`src/rtl/trng_pkg.sv`:
```
// Shared types and defaults for the TRNG ingress flow controller.
// State encodings are visible on the debug port, so their values are fixed.
package trng_pkg;

    typedef enum logic [2:0] {
        ST_IDLE    = 3'd0,
        ST_WARMUP  = 3'd1,
        ST_COLLECT = 3'd2,
        ST_WRITE   = 3'd3,
        ST_FAIL    = 3'd4
    } state_t;

    localparam int DEF_WORD_W      = 32;
    localparam int DEF_WARMUP_BITS = 64;
    localparam int DEF_RCT_LIMIT   = 34;
    localparam int DEF_CNT_W       = 16;
    localparam int RUN_W           = 16;

    // Raw bits only feed the packer and the health test in these two states.
    function automatic logic isActive(input state_t s);
        return (s == ST_WARMUP) || (s == ST_COLLECT);
    endfunction

endpackage

```
`src/rtl/trng_rct_monitor.sv`:
```
// Repetition-count health test: tracks the last raw bit and the length of the current run.
// The trip output is combinational so the controller can react on the offending bit itself.
module trng_rct_monitor
    import trng_pkg::*;
(
    input  logic             clk,
    input  logic             rst,
    input  logic             i_bit,
    input  logic             i_valid,
    input  logic             i_clr,
    input  logic [RUN_W-1:0] i_limit,
    output logic             o_trip
);

    logic             r_lastBit;
    logic [RUN_W-1:0] r_run;
    logic [RUN_W-1:0] w_runNext;

    // A zero run means no bit has been seen since the last clear; the counter saturates.
    always_comb begin
        w_runNext = RUN_W'(1);
        if ((r_run != '0) && (i_bit == r_lastBit)) begin
            w_runNext = (r_run == '1) ? r_run : r_run + 1'b1;
        end
    end

    assign o_trip = i_valid && (w_runNext >= i_limit);

    always_ff @(posedge clk or posedge rst) begin
        if (rst) begin
            r_run     <= '0;
            r_lastBit <= 1'b0;
        end else if (i_clr) begin
            r_run     <= '0;
            r_lastBit <= 1'b0;
        end else if (i_valid) begin
            r_run     <= w_runNext;
            r_lastBit <= i_bit;
        end
    end

endmodule

```
`src/rtl/trng_flow_ctrl.sv`:
```
// TRNG-to-FIFO1 ingress sequencer: gates the core, discards warm-up bits, packs words,
// runs the repetition-count health test and writes words to FIFO1 under back-pressure.
module trng_flow_ctrl
    import trng_pkg::*;
#(
    parameter int WORD_W      = DEF_WORD_W,
    parameter int WARMUP_BITS = DEF_WARMUP_BITS,
    parameter int RCT_LIMIT   = DEF_RCT_LIMIT,
    parameter int CNT_W       = DEF_CNT_W
) (
    input  logic              clk,
    input  logic              rst,
    input  logic              i_enable,
    input  logic              i_clear_fail,
    input  logic              i_trng_bit,
    input  logic              i_trng_bit_valid,
    output logic              o_trng_en,
    input  logic              i_fifo_full,
    output logic              o_fifo_wr_en,
    output logic [WORD_W-1:0] o_fifo_wr_data,
    output logic              o_health_fail,
    output logic [CNT_W-1:0]  o_word_count,
    output logic [2:0]        o_state
);

    localparam int WU_W  = $clog2(WARMUP_BITS + 1);
    localparam int BIT_W = $clog2(WORD_W + 1);

    state_t            r_state;
    logic [WU_W-1:0]   r_wuCnt;
    logic [BIT_W-1:0]  r_bitCnt;
    logic [WORD_W-1:0] r_shreg;
    logic              r_trngEn;
    logic              r_healthFail;
    logic [CNT_W-1:0]  r_wordCount;

    logic w_bitIn;
    logic w_rctClr;
    logic w_trip;
    logic w_wuLast;
    logic w_wordLast;
    logic w_wrAccept;

    assign w_bitIn    = i_trng_bit_valid && isActive(r_state);
    assign w_rctClr   = ((r_state == ST_IDLE) && i_enable) ||
                        ((r_state == ST_FAIL) && i_clear_fail);
    assign w_wuLast   = (r_wuCnt == WU_W'(WARMUP_BITS - 1));
    assign w_wordLast = (r_bitCnt == BIT_W'(WORD_W - 1));
    assign w_wrAccept = (r_state == ST_WRITE) && !i_fifo_full;

    trng_rct_monitor u_rct (
        .clk     (clk),
        .rst     (rst),
        .i_bit   (i_trng_bit),
        .i_valid (w_bitIn),
        .i_clr   (w_rctClr),
        .i_limit (RUN_W'(RCT_LIMIT)),
        .o_trip  (w_trip)
    );

    // Each branch orders its checks as: health trip, then completion, then enable drop.
    // trng_en is set alongside every transition so it always matches the state being entered.
    always_ff @(posedge clk or posedge rst) begin
        if (rst) begin
            r_state      <= ST_IDLE;
            r_wuCnt      <= '0;
            r_bitCnt     <= '0;
            r_shreg      <= '0;
            r_trngEn     <= 1'b0;
            r_healthFail <= 1'b0;
            r_wordCount  <= '0;
        end else begin
            unique case (r_state)
                ST_IDLE: begin
                    if (i_enable) begin
                        r_state  <= ST_WARMUP;
                        r_wuCnt  <= '0;
                        r_bitCnt <= '0;
                        r_trngEn <= 1'b1;
                    end
                end
                ST_WARMUP: begin
                    if (w_trip) begin
                        r_state      <= ST_FAIL;
                        r_healthFail <= 1'b1;
                        r_trngEn     <= 1'b0;
                    end else if (w_bitIn && w_wuLast) begin
                        r_state <= ST_COLLECT;
                        r_wuCnt <= '0;
                    end else if (!i_enable) begin
                        r_state  <= ST_IDLE;
                        r_trngEn <= 1'b0;
                    end else if (w_bitIn) begin
                        r_wuCnt <= r_wuCnt + 1'b1;
                    end
                end
                ST_COLLECT: begin
                    if (w_trip) begin
                        r_state      <= ST_FAIL;
                        r_healthFail <= 1'b1;
                        r_trngEn     <= 1'b0;
                        r_bitCnt     <= '0;
                    end else if (w_bitIn && w_wordLast) begin
                        r_shreg  <= {r_shreg[WORD_W-2:0], i_trng_bit};
                        r_bitCnt <= '0;
                        r_state  <= ST_WRITE;
                        r_trngEn <= 1'b0;
                    end else if (!i_enable) begin
                        r_state  <= ST_IDLE;
                        r_bitCnt <= '0;
                        r_trngEn <= 1'b0;
                    end else if (w_bitIn) begin
                        r_shreg  <= {r_shreg[WORD_W-2:0], i_trng_bit};
                        r_bitCnt <= r_bitCnt + 1'b1;
                    end
                end
                ST_WRITE: begin
                    if (w_wrAccept) begin
                        r_wordCount <= r_wordCount + 1'b1;
                        r_state     <= i_enable ? ST_COLLECT : ST_IDLE;
                        r_trngEn    <= i_enable;
                    end
                end
                ST_FAIL: begin
                    if (i_clear_fail) begin
                        r_state      <= ST_IDLE;
                        r_healthFail <= 1'b0;
                        r_wuCnt      <= '0;
                        r_bitCnt     <= '0;
                    end
                end
                default: begin
                    r_state  <= ST_IDLE;
                    r_trngEn <= 1'b0;
                end
            endcase
        end
    end

    assign o_trng_en      = r_trngEn;
    assign o_fifo_wr_en   = w_wrAccept;
    assign o_fifo_wr_data = r_shreg;
    assign o_health_fail  = r_healthFail;
    assign o_word_count   = r_wordCount;
    assign o_state        = r_state;

endmodule

```
`config.mk`:
```
export PLATFORM = sky130hd
export DESIGN_NAME = trng_flow_ctrl
export DESIGN_NICKNAME = d
export VERILOG_FILES = /design/src/rtl/trng_pkg.sv /design/src/rtl/trng_rct_monitor.sv /design/src/rtl/trng_flow_ctrl.sv
export SDC_FILE = /design/constraint.sdc
export NUM_CORES = 1
export LEC_CHECK = 0
export CAP_MARGIN = 20
export CORE_ASPECT_RATIO = 0.7
export CORE_UTILIZATION = 45
export DETAILED_ROUTE_END_ITERATION = 8
export MAX_ROUTING_LAYER = met4
export PLACE_DENSITY = 0.7
export SKIP_CTS_REPAIR_TIMING = 1
export SLEW_MARGIN = 20
export SYNTH_ARGS = -nofsm -noshare
export SYNTH_HDL_FRONTEND = slang
export SYNTH_SLANG_ARGS = --single-unit
export TNS_END_PERCENT = 1
```
`constraint.sdc`:
```
create_clock -name clk -period 2.7 [get_ports clk]
set_input_delay 0.405 -clock clk [delete_from_list [all_inputs] [get_ports clk]]
set_output_delay 0.405 -clock clk [all_outputs]
set_load 0.05 [all_outputs]
```
==> flow_metrics.env, run 1 <==
export IMPL_status="finished, violations left"
export IMPL_violations="setup timing"
export IMPL_synth_enable_flop_cells=0
export IMPL_cp_top_family="simple AND/OR/NAND/NOR gates"
export IMPL_io_buffers=60
export IMPL_drtIter0Drc=288
export IMPL_endpoint_kind="flop"
export IMPL_avgSynthCellArea_um2=10.6
export IMPL_clkTransAtPathRegs_ns=0.06
export IMPL_wl_um=10600
export IMPL_yosys_area_top_type_share_pct=47.2
export IMPL_synth_most_common_cell="dfrtp_1"
export IMPL_cp_slowest_stage_delay_ns=0.40
export IMPL_syn_area_mm2=0.00440
export IMPL_antenna_left=0
export IMPL_tns_ns=-1.99
export IMPL_slowest_stage="dfrtp_1"
export IMPL_setup_violations=32
export IMPL_clock_latency_ns=0.35
export IMPL_yosysTopAreaCell="dfrtp_1"
export IMPL_cts_made_buffers=9
export IMPL_critPathMaxFanout=16
export IMPL_slew_headroom_pct=65.3
export IMPL_n_fill_cell=759
export IMPL_htree_levels=3
export IMPL_cts_sinks=83
export IMPL_ys_warn_count=0
export IMPL_p_int_mw=1.97
export IMPL_rsz0062_at_grt="true"
export IMPL_place_area_mm2=0.00550
export IMPL_synth_async_sr_flop_share_pct=100
export IMPL_synth_seq_cells=83
export IMPL_viasPerCell=5.53
export IMPL_die_w_um=120
export IMPL_pin_count=61
export IMPL_postSynthCellCount=414
export IMPL_antenna_found_initial=0
export IMPL_power_frac_comb_pct=7.4
export IMPL_finalInstanceArea_mm2=0.00589
export IMPL_holdWs_ns=0.443
export IMPL_yosysUniqueCellTypes=59
export IMPL_fin_crit_sh_pct=103
export IMPL_worstPathArrival_ns=3.01
export IMPL_pwr_share_clk_pct=44.7
export IMPL_rr_worst_depth=9
export IMPL_p_per_area_mw_per_mm2=450
export IMPL_antennaDiodeCount=0
export IMPL_cp_cell_sequence="buf_4 > and4_4 > and3_1 > and4_1 > o2111ai_2 > o31a_1 > or3_4 > clkbuf_16 > mux2_4"
export IMPL_switching_share_pct=25.6
export IMPL_crit_required_ns=2.93
export IMPL_max_cap_viol_count=0
export IMPL_multi_input_area_mm2=0.00225
export IMPL_dp_cells=632
export IMPL_wire_per_inst_um=16.3
export IMPL_reg2reg_slack_ns=-0.09
export IMPL_drc=0
export IMPL_root_buffer="clkbuf_16"
export IMPL_worst_slew_pin_slew_ns=0.519
export IMPL_syn_nets=426
export IMPL_finalPower_mw=2.65
export IMPL_synth_commonest_cells="dfrtp_1 (83), nand2_1 (42), mux2_4 (30)"
export IMPL_power_frac_seq_pct=47.8
export IMPL_cp_depth=9
export IMPL_std_cell_rows=29
export IMPL_vias=3602
export IMPL_synth_area_leaders="dfrtp_1 (47%), mux2_4 (10%), nand2_1 (3.6%), o21ai_0 (3.1%), xnor2_1 (2.8%)"
export IMPL_layout_setup_ws_ns=-0.0856
export IMPL_cts_tree="yes"
export IMPL_p_leak_nw=2.79
export IMPL_area_growth_pct=33.8
export IMPL_dp_hpwl_um=7480
export IMPL_hold_class="input pin to asynchronous set/reset pin"
export IMPL_vdd_ir_drop_max_mv=0.442
export IMPL_period_needed_ns=2.79
export IMPL_crit_type="flop to flop"
export IMPL_regArea_mm2=0.00208
export IMPL_instances_no_fill=651
export IMPL_clock_skew_ns=0.00631
export IMPL_dieHeight_um=84.7
export IMPL_final_nets=534
export IMPL_core_area_mm2=0.00929
export IMPL_first_pass_iters=5
export IMPL_yosysSeqAreaShare_pct=47.2
export IMPL_drive_gt1_share_pct=24.7
export IMPL_crit_path_start_kind="flop"
export IMPL_gp_congestion=0.886
export IMPL_synthFlopType="dfrtp_1"
export IMPL_cp_buffers_inverters=2
export IMPL_initial_core_util_pct=47.4
export IMPL_grt_pass1_vias=3526
export IMPL_grt_usage_pct=22.9
export IMPL_die_area_mm2=0.0102
export IMPL_fmax_mhz=359
export IMPL_grt_max_degree=84
export IMPL_finalHoldViolations=0
export IMPL_clk_path_buf_depth=2
export IMPL_grt_pass1_wl_um=17700
export IMPL_slew_viol_final=0
export IMPL_final_util_pct=63.4
export IMPL_switchingPower_uw=678
export IMPL_overflow=0
export IMPL_dp_worst_setup_slack_ns=-0.229
cell families after synthesis:
kind of cell    Yosys count  synth area share (%)
mux                      38                  12.2
simple gates            144                  17.9
buf+inv                  35                  3.87
fa+ha+maj                 5                  1.42
compound gates           86                  12.9
flops                    83                  47.2
xor+xnor                 23                  4.58
power by group through the flow:
stage / clock network [mW] / registers [mW] / logic (mW)
after floorplan: 0 / 1.31 / 0.0908
after global placement: 0 / 1.29 / 0.193
after detailed placement: 0 / 1.29 / 0.196
after CTS: 1.21 / 1.27 / 0.197
after global routing: 1.27 / 1.27 / 0.217
final: 1.18 / 1.27 / 0.197
final timing paths:
kind                                   from           endpoint
min in group clk           o_word_count[15]   o_word_count[15]
hold reg to reg            o_word_count[15]   o_word_count[15]
setup / recovery             u_rct.r_run[4]  o_fifo_wr_data[2]
setup reg to reg             u_rct.r_run[4]  o_fifo_wr_data[2]
max in group asynchronous               rst   o_word_count[11]
hold / removal                          rst    u_rct.r_run[14]
layout make-up:
class                   instances  share of cell area, %
multi-input cells             296                   38.2
well taps                     124                   2.63
repair buffers                116                   18.0
flip-flops and latches         83                   35.3
inverters                      16                   1.04
clock buffers                   9                   3.82
clock inverters                 7                  0.999
registers in the layout, summed over array words and instances, names as in the netlist:
| signal | flops |
|---|---|
| o_fifo_wr_data | 32 |
| o_word_count | 16 |
| u_rct.r_run | 16 |
| r_wuCnt | 7 |
| r_bitCnt | 6 |
| o_state | 3 |
| o_health_fail | 1 |
| o_trng_en | 1 |
| u_rct.r_lastBit | 1 |
tightest hold or removal path, stage by stage:
cell	delay, ns
clkdlybuf4s50_1	0.42
clkinv_2	0.06
buf_12	0.33
layout by cell type, fill, tap and decap left out, types with 8 or more instances in the layout:
cell type and n:
nand2_1 42, inv_1 15, clkdlybuf4s50_1 59, nor4_1 8, nor2_1 20, nand4_1 9, o21ai_0 26, clkbuf_16 10
mux2_4 30, nor3_1 8, nand3_1 15, a21oi_1 17, dfrtp_1 81, xnor2_1 14, xor2_1 9, buf_4 54
layer usage:
layer / up-vias / part of all wire [%] / GRT usage (%)
met1: 1750 / 49 / 31.6
li1: 1721 / - / -
met3: 11 / 5.9 / 6.11
met4: 0 / 0.94 / 5.57
met5: - / 0 / -
met2: 120 / 44 / 33.3
Power figures use the tool's default switching activity.
==> run 2, diff against run 1 <==
--- a/config.mk
+++ b/config.mk
@@ -9,6 +9,7 @@
 export CORE_ASPECT_RATIO = 0.7
 export CORE_UTILIZATION = 45
 export DETAILED_ROUTE_END_ITERATION = 8
+export GPL_TIMING_DRIVEN = 0
 export MAX_ROUTING_LAYER = met4
 export PLACE_DENSITY = 0.7
 export SKIP_CTS_REPAIR_TIMING = 1
==> flow_metrics.env, run 2 (same netlist as run 1, synthesis figures left out) <==
export IMPL_status="finished, violations left"
export IMPL_violations="setup timing"
export IMPL_grt_max_degree=57
export IMPL_p_per_area_mw_per_mm2=467
export IMPL_wl_um=10600
export IMPL_core_area_mm2=0.00929
export IMPL_die_w_um=120
export IMPL_slew_headroom_pct=32.2
export IMPL_dieHeight_um=84.7
export IMPL_final_nets=514
export IMPL_period_needed_ns=2.98
export IMPL_multi_input_area_mm2=0.00228
export IMPL_largest_register_ffs=32
export IMPL_critPathMaxFanout=10
export IMPL_cts_tree="yes"
export IMPL_drtIter0Drc=283
export IMPL_wire_per_inst_um=16.7
export IMPL_overflow=0
export IMPL_fmax_mhz=336
export IMPL_hold_class="input pin to asynchronous set/reset pin"
export IMPL_cts_made_buffers=9
export IMPL_holdWs_ns=0.414
export IMPL_grt_pass1_wl_um=16800
export IMPL_n_fill_cell=743
export IMPL_io_buffers=59
export IMPL_dp_worst_setup_slack_ns=-0.608
export IMPL_first_pass_iters=5
export IMPL_antenna_found_initial=0
export IMPL_slowest_stage="dfrtp_2"
export IMPL_rr_worst_depth=11
export IMPL_rsz0062_at_grt="true"
export IMPL_root_buffer="clkbuf_16"
export IMPL_final_common_cell="dfrtp_1"
export IMPL_clkTransAtPathRegs_ns=0.06
export IMPL_std_cell_rows=29
export IMPL_cp_slowest_stage_delay_ns=0.45
export IMPL_slew_viol_final=0
export IMPL_grt_pass1_vias=3308
export IMPL_drc=0
export IMPL_crit_required_ns=2.92
export IMPL_cp_buffers_inverters=4
export IMPL_worstPathArrival_ns=3.20
export IMPL_p_leak_nw=2.68
export IMPL_reg2reg_slack_ns=-0.28
export IMPL_worst_path_most_repeated_cell="buf_6"
export IMPL_max_cap_viol_count=0
export IMPL_final_cell_mix="dfrtp_1 (74), clkdlybuf4s50_1 (58), nand2_1 (42)"
export IMPL_worst_slew_pin_slew_ns=1.02
export IMPL_htree_levels=3
export IMPL_place_area_mm2=0.00521
export IMPL_crit_type="flop to flop"
export IMPL_setup_violations=40
export IMPL_cts_sinks=83
export IMPL_tns_ns=-8.75
export IMPL_dp_hpwl_um=7070
export IMPL_clock_latency_ns=0.34
export IMPL_crit_path_start_kind="flop"
export IMPL_initial_core_util_pct=47.4
export IMPL_pin_count=61
export IMPL_vdd_ir_drop_max_mv=0.344
export IMPL_cp_cell_sequence="nand4_4 > buf_6 > buf_4 > o211ai_1 > xor2_1 > o2111ai_2 > o31a_1 > or3_4 > buf_6 > buf_12 > mux2_4"
export IMPL_fin_crit_sh_pct=110
export IMPL_clock_skew_ns=0.00574
export IMPL_die_area_mm2=0.0102
export IMPL_antennaDiodeCount=0
export IMPL_area_growth_pct=31.6
export IMPL_grt_usage_pct=21.9
export IMPL_cp_top_family="compound AO/OA/AOI/OAI gates"
export IMPL_layout_setup_ws_ns=-0.280
export IMPL_endpoint_kind="flop"
export IMPL_r2r_end="o_fifo_wr_data[20]"
export IMPL_finalInstanceArea_mm2=0.00579
export IMPL_vias=3623
export IMPL_viasPerCell=5.74
export IMPL_r2r_start="u_rct.r_run[9]"
export IMPL_clk_path_buf_depth=2
export IMPL_drive_gt1_share_pct=21.7
export IMPL_regArea_mm2=0.00209
export IMPL_antenna_left=0
export IMPL_finalHoldViolations=0
export IMPL_gp_congestion=0.873
run 2: metal layers:
metal / wire length [um] / share of wire, % / global-route usage (%) / vias up
li1: - / - / - / 1683
met3: 549 / 5.2 / 4.69 / 15
met4: 144 / 1.4 / 8.07 / 0
met2: 4740 / 45 / 31.0 / 134
met1: 5130 / 49 / 30.6 / 1791
met5: 0 / 0 / - / -
run 2: power breakdown:
group | switching [mW] | internal [mW] | total (mW) | leakage, nW
Clock | 0.503 | 0.745 | 1.25 | 0.138
Combinational | 0.118 | 0.0646 | 0.183 | 1.42
Sequential | 0.0147 | 1.26 | 1.27 | 1.13
run 2: final cells by class:
cell class	count	share of cell area, %
buffer	18	2.53
clock buffer	11	4.19
clock inverter	5	1.06
inverter	16	1.08
multi-input combinational	296	39.4
sequential	83	36.1
tap	124	2.68
timing repair buffer	78	13.0
run 2: worst max path at each step:
| stage | endpoint | start | depth (start not counted) |
|---|---|---|---|
| after floorplan | o_fifo_wr_data[0] | u_rct.r_run[0] | 11 |
| after global placement | o_state[0] | rst | 2 |
| after detailed placement | o_fifo_wr_data[21] | u_rct.r_run[0] | 11 |
| after CTS | o_fifo_wr_data[20] | u_rct.r_run[0] | 11 |
| after global routing | o_fifo_wr_data[29] | u_rct.r_run[2] | 11 |
| final | o_fifo_wr_data[20] | u_rct.r_run[9] | 11 |
run 2: worst reg2reg max path, delay by kind of cell (launching register included):
family                 cells  cell delay [ns]
XOR/XNOR                   1             0.26
flip-flops                 1             0.45
buffers and inverters      4             0.60
AND/OR/NAND/NOR            2             0.50
multiplexers               1             0.30
AO/OA/AOI/OAI              3             0.75
run 2: through the flow:
step	total power, mW	instances	util [%]
floorplan	1.40	414	-
global placement	1.45	597	55.7
detailed placement	1.46	598	56.1
CTS	2.71	614	59.3
global route	2.80	631	62.3
finish	2.70	631	62.3
